## src/rtl/cache_line_xfer.sv

```systemverilog
// Line-transfer sequencer between a cache data RAM (combinational read, one-cycle write)
// and a beat-oriented memory bus: writeback streams a line out, refill assembles one in.
module cache_line_xfer #(
   parameter int INDEX_W = 7,
   parameter int LINE_W  = 64,
   parameter int BEAT_W  = 32,
   parameter int ADDR_W  = 32
) (
   input  logic               clk,
   input  logic               rst,
   input  logic               req_valid,
   output logic               req_ready,
   input  logic [1:0]         req_op,
   input  logic [INDEX_W-1:0] req_index,
   input  logic [ADDR_W-1:0]  req_wb_addr,
   input  logic [ADDR_W-1:0]  req_rf_addr,
   output logic [INDEX_W-1:0] ram_index,
   output logic               ram_wen,
   output logic [LINE_W-1:0]  ram_wdata,
   input  logic [LINE_W-1:0]  ram_rdata,
   output logic               mem_w_valid,
   input  logic               mem_w_ready,
   output logic [ADDR_W-1:0]  mem_w_addr,
   output logic [BEAT_W-1:0]  mem_w_data,
   output logic               mem_w_last,
   output logic               mem_ar_valid,
   input  logic               mem_ar_ready,
   output logic [ADDR_W-1:0]  mem_ar_addr,
   input  logic               mem_r_valid,
   output logic               mem_r_ready,
   input  logic [BEAT_W-1:0]  mem_r_data,
   input  logic               mem_r_last,
   output logic               busy,
   output logic               done,
   output logic               err
);

   localparam int BEATS = LINE_W / BEAT_W;
   localparam int CNT_W = (BEATS > 1) ? $clog2(BEATS) : 1;
   localparam logic [CNT_W-1:0]  LAST_K     = CNT_W'(BEATS - 1);
   localparam logic [ADDR_W-1:0] BEAT_BYTES = ADDR_W'(BEAT_W / 8);

   typedef enum logic [2:0] {
      IDLE,
      WB_LOAD,
      WB_SEND,
      RF_REQ,
      RF_RECV,
      RF_WRITE,
      DONE
   } state_t;

   state_t              state_q, state_d;
   logic [CNT_W-1:0]    cnt_q, cnt_d;
   logic [LINE_W-1:0]   line_q, line_d;
   logic [1:0]          op_q, op_d;
   logic [INDEX_W-1:0]  index_q, index_d;
   logic [ADDR_W-1:0]   wb_addr_q, wb_addr_d;
   logic [ADDR_W-1:0]   rf_addr_q, rf_addr_d;
   logic                err_q, err_d;

   logic                accept;
   logic                cnt_at_last;
   logic [BEAT_W-1:0]   beat_sel;

   assign accept      = req_valid && req_ready;
   assign cnt_at_last = (cnt_q == LAST_K);

   always_ff @(posedge clk) begin
      if (rst) begin
         state_q   <= IDLE;
         cnt_q     <= '0;
         line_q    <= '0;
         op_q      <= '0;
         index_q   <= '0;
         wb_addr_q <= '0;
         rf_addr_q <= '0;
         err_q     <= 1'b0;
      end else begin
         state_q   <= state_d;
         cnt_q     <= cnt_d;
         line_q    <= line_d;
         op_q      <= op_d;
         index_q   <= index_d;
         wb_addr_q <= wb_addr_d;
         rf_addr_q <= rf_addr_d;
         err_q     <= err_d;
      end
   end

   always_comb begin
      state_d   = state_q;
      cnt_d     = cnt_q;
      line_d    = line_q;
      op_d      = op_q;
      index_d   = index_q;
      wb_addr_d = wb_addr_q;
      rf_addr_d = rf_addr_q;
      err_d     = err_q;
      case (state_q)
         IDLE: begin
            if (accept) begin
               op_d      = req_op;
               index_d   = req_index;
               wb_addr_d = req_wb_addr;
               rf_addr_d = req_rf_addr;
               err_d     = 1'b0;
               case (req_op)
                  2'b01, 2'b11: state_d = WB_LOAD;
                  2'b10:        state_d = RF_REQ;
                  default:      state_d = DONE;
               endcase
            end
         end
         WB_LOAD: begin
            line_d  = ram_rdata;
            cnt_d   = '0;
            state_d = WB_SEND;
         end
         WB_SEND: begin
            if (mem_w_ready) begin
               if (cnt_at_last) begin
                  state_d = (op_q == 2'b11) ? RF_REQ : DONE;
               end else begin
                  cnt_d = cnt_q + 1'b1;
               end
            end
         end
         RF_REQ: begin
            if (mem_ar_ready) begin
               cnt_d   = '0;
               line_d  = '0;
               state_d = RF_RECV;
            end
         end
         RF_RECV: begin
            if (mem_r_valid) begin
               for (int i = 0; i < BEATS; i++) begin
                  if (cnt_q == CNT_W'(i)) begin
                     line_d[i*BEAT_W +: BEAT_W] = mem_r_data;
                  end
               end
               // Early last and a missing last on the final slot are both protocol errors.
               if (cnt_at_last || mem_r_last) begin
                  err_d   = err_q | (cnt_at_last ^ mem_r_last);
                  state_d = RF_WRITE;
               end else begin
                  cnt_d = cnt_q + 1'b1;
               end
            end
         end
         RF_WRITE: state_d = DONE;
         DONE:     state_d = IDLE;
         default:  state_d = IDLE;
      endcase
   end

   always_comb begin
      beat_sel = '0;
      for (int i = 0; i < BEATS; i++) begin
         if (cnt_q == CNT_W'(i)) begin
            beat_sel = line_q[i*BEAT_W +: BEAT_W];
         end
      end
   end

   // Every control output is forced low while reset is held, whatever the state register holds.
   always_comb begin
      req_ready    = (state_q == IDLE) && !rst;
      busy         = (state_q != IDLE) && !rst;
      done         = (state_q == DONE) && !rst;
      err          = (state_q == DONE) && err_q && !rst;
      ram_wen      = (state_q == RF_WRITE) && !rst;
      mem_w_valid  = (state_q == WB_SEND) && !rst;
      mem_ar_valid = (state_q == RF_REQ) && !rst;
      mem_r_ready  = (state_q == RF_RECV) && !rst;
      ram_index    = (state_q == IDLE) ? req_index : index_q;
      ram_wdata    = line_q;
      mem_w_data   = beat_sel;
      mem_w_last   = cnt_at_last;
      mem_w_addr   = wb_addr_q + ADDR_W'(cnt_q) * BEAT_BYTES;
      mem_ar_addr  = rf_addr_q;
   end

endmodule
```

## config.mk

```make
export PLATFORM = sky130hd
export DESIGN_NAME = cache_line_xfer
export DESIGN_NICKNAME = d
export VERILOG_FILES = /design/src/rtl/cache_line_xfer.sv
export SDC_FILE = /design/constraint.sdc
export NUM_CORES = 1
export LEC_CHECK = 0
export CAP_MARGIN = 20
export CORE_ASPECT_RATIO = 2
export CORE_MARGIN = 4
export CORE_UTILIZATION = 30
export DETAILED_ROUTE_END_ITERATION = 7
export MAX_ROUTING_LAYER = met4
export SETUP_SLACK_MARGIN = 0.1
export SYNTH_ARGS = -nofsm -noshare
export SYNTH_HDL_FRONTEND = slang
export SYNTH_SLANG_ARGS = --single-unit
export TNS_END_PERCENT = 1
```

## constraint.sdc

```tcl
create_clock -name clk -period 2.6 [get_ports clk]
set_input_delay 0.26 -clock clk [delete_from_list [all_inputs] [get_ports clk]]
set_output_delay 0.26 -clock clk [all_outputs]
set_load 0.02 [all_outputs]
```

==> flow_metrics.tcl <==
set metrics [dict create \
    grt_max_degree 77 \
    wl_per_cell_microns 19.56 \
    hp-class "input pin to register" \
    drv_cap 0 \
    start_util_pct 30.59 \
    dieArea_sq_um 27100 \
    worstHoldStart "rst" \
    synth.most_common_cell "nand2_1" \
    path_class "register to output pin" \
    viasPerCell 5.095 \
    rows 80 \
    cts_buffers 17 \
    grt_pass1_vias 7312 \
    finalHoldViolCount 0 \
    clock_latency_ns 0.44 \
    avgSynthCellArea_sq_um 8.967 \
    async_reset_ff_share_pct 0 \
    gp_congestion 0.8639 \
    layout_worst_path_cycle_share_pct 95.71 \
    drive_above_1_share_pct 17.52 \
    slew_headroom_pct 42.32 \
    yosys.cell_types.count 49 \
    crit_fanout 40 \
    leakage_nw 4.565 \
    yosysSeqAreaShare_pct 38.85 \
    htreeDepth 4 \
    setup_tns_ns 0 \
    status "completed" \
    final.setup_skew_ns 0.007699 \
    antenna_found_initial 1 \
    core-area_sq_um 23920 \
    max_freq_mhz 401.8 \
    synth_edf_count 0 \
    whs_path_depth 2 \
    num_vias 7312 \
    arrival_ns 2.23 \
    grt_pass1_wl_microns 43000 \
    holdPathEnd "state_q[1]" \
    required_ns 2.34 \
    clock_path_buffers 2 \
    synth_commonest_cells "177 x nand2_1, 142 x dfxtp_1, 81 x nor2_1" \
    reg2reg_from "mem_w_last" \
    syn_area_sq_um 7317 \
    final-setup-viol-count 0 \
    fin_area_sq_um 11570 \
    drc 0 \
    ff_latch_area_sq_um 2845 \
    die_x_microns 118.4 \
    cts_sinks 142 \
    tightest_slew_ns 0.8652 \
    clk_pin_slew_ns 0.06 \
    syn_inst 816 \
    io_buffers 351 \
    io_pins 352 \
    r2r_cells 5 \
    startpoint_type "register" \
    fillCellCount 2302 \
    wirelength_microns 28060 \
    drt_iter0_drc 377 \
    drtPass1Iterations 4 \
    grtUsageTotal_pct 21.03 \
    die_y_microns 228.9 \
    ys_warn_count 0 \
    synthTopCellsByArea "dfxtp_1 39%, nand2_1 9.1%, nor3_2 8.3%, nand3b_1 7.3%, a221oi_1 5.3%" \
    drv_slew 0 \
    place_hpwl_microns 20220 \
    ctsHoldBuffers 0 \
    yosysTopAreaCellShare_pct 38.85 \
    synth_nets 995 \
    finish.net_count 1316 \
    ir_drop_mv 0.8477 \
    synth_flop_cell "dfxtp_1" \
    rrSetupSlack_ns 0.36 \
    end_kind "output pin" \
    post_cts_buffers 0 \
    cts_root_buf "clkbuf_16" \
    fin_crit_ns 2.489 \
    timing.rr.end "ram_wdata[57]" \
    rsz0062_at_grt "yes" \
    grt.overflow.total 0 \
    ys_seq_elements 142 \
    syn_to_final_growth_pct 58.19 \
    yosys.area.top_type "dfxtp_1" \
    antenna_left 0 \
    p_per_area_nw_per_um2 1232 \
    power_w 0.01426 \
    cts_tree "built" \
    multi_input_area_sq_um 4119 \
    place_area_sq_um 11030 \
]
-- repair_timing --
| action | CTS | global route |
|---|---|---|
| resized for setup | 79 | 12 |
| hold endpoints to repair | 0 | 0 |
| setup endpoints to repair | 57 | 59 |
| pin swaps | 0 | 3 |
-- final cells by class --
type	instances	area share (%)
clock buffers	21	3.805
clock inverters	8	1.027
multi-input cells	597	35.59
inverters	6	0.1946
well taps	287	3.102
diodes	1	0.02162
repair buffers	373	31.68
flip-flops and latches	142	24.58
-- cells by family after synthesis --
family,after synthesis,share of synthesized area (%)
flip-flops,142,38.85
buffers and inverters,77,5.506
multiplexers,34,5.198
AND/OR/NAND/NOR,447,34.46
adder cells (fa/ha/maj),3,0.5131
AO/OA/AOI/OAI,85,12.12
XOR/XNOR,28,3.352
-- worst max-delay path by stage --
stage / startpoint / end / slack [ns] / cells past startpoint
after floorplan: mem_w_last / mem_w_addr[26] / 0.34 / 6
after global placement: wb_addr_q[2] / mem_w_addr[20] / 0.10 / 8
after detailed placement: wb_addr_q[2] / mem_w_addr[20] / 0.1 / 8
after CTS: wb_addr_q[2] / mem_w_addr[20] / 0.02 / 8
after global routing: mem_w_last / mem_w_data[23] / 0.01 / 3
final: mem_w_last / mem_w_data[23] / 0.11 / 3
-- state kept, by name (all words and copies together), names as in the netlist --
| name | count |
|---|---|
| wb_addr_q | 32 |
| index_q | 7 |
| ram_wdata | 64 |
| mem_w_last | 1 |
| mem_ar_addr | 32 |
| state_q | 3 |
| err_q | 1 |
| op_q | 2 |
-- power by group --
group          internal (W)  leakage, nW  switching [W]
logic               0.00352         3.12        0.00451
registers           0.00304         1.17       0.000765
clock network       0.00148        0.276       0.000948
total               0.00804         4.57        0.00622
-- placed cells by master, fill, tap and decap left out, types with 3 or more instances in the layout --
cell type / n
nor2_1: 80
xnor2_1: 22
nor3_1: 8
nand2_1: 176
buf_2: 5
bufinv_16: 3
inv_1: 6
xor2_1: 6
clkbuf_1: 4
buf_4: 20
nand3b_1: 71
and3_1: 4
a221oi_1: 44
o22ai_1: 3
nor3_2: 61
clkinv_2: 4
nand3_1: 12
nand4_1: 11
dfxtp_1: 140
buf_12: 3
mux2_2: 32
a221oi_2: 20
clkbuf_2: 3
dlygate4sd2_1: 14
clkdlybuf4s50_1: 319
clkbuf_16: 17
o221a_2: 3
nand2b_1: 5
clkdlybuf4s15_2: 8
-- stage by stage --
step / hold slack [ns] / utilization (%) / setup WS (ns) / cells
5_1_grt: 0.09136 / 48.38 / 0.01165 / 1435
6_report: 0.1047 / 48.38 / 0.1114 / 1435
4_1_cts: 0.07503 / 48.43 / 0.02275 / 1434
3_5_place_dp: 0.4609 / 46.10 / 0.09657 / 1405
2_1_floorplan: 0.3590 / - / 0.3427 / 816
3_3_place_gp: 0.4606 / 46.10 / 0.1010 / 1405
-- metal layers --
metal / share of wire (%) / routed length, microns / global-route usage [%]
met1: 38 / 10560 / 21.66
met2: 54 / 15260 / 37.94
met3: 4.1 / 1143 / 4.061
met4: 3.9 / 1101 / 10.19
met5: 0 / 0 / -
-- worst max-delay path, cell delays in order (launching register included) --
cell,delay [ns]
dfxtp_2,0.33
buf_4,0.47
mux2_2,0.41
clkdlybuf4s50_1,0.55
No activity file was read; power rests on OpenSTA's default activity.
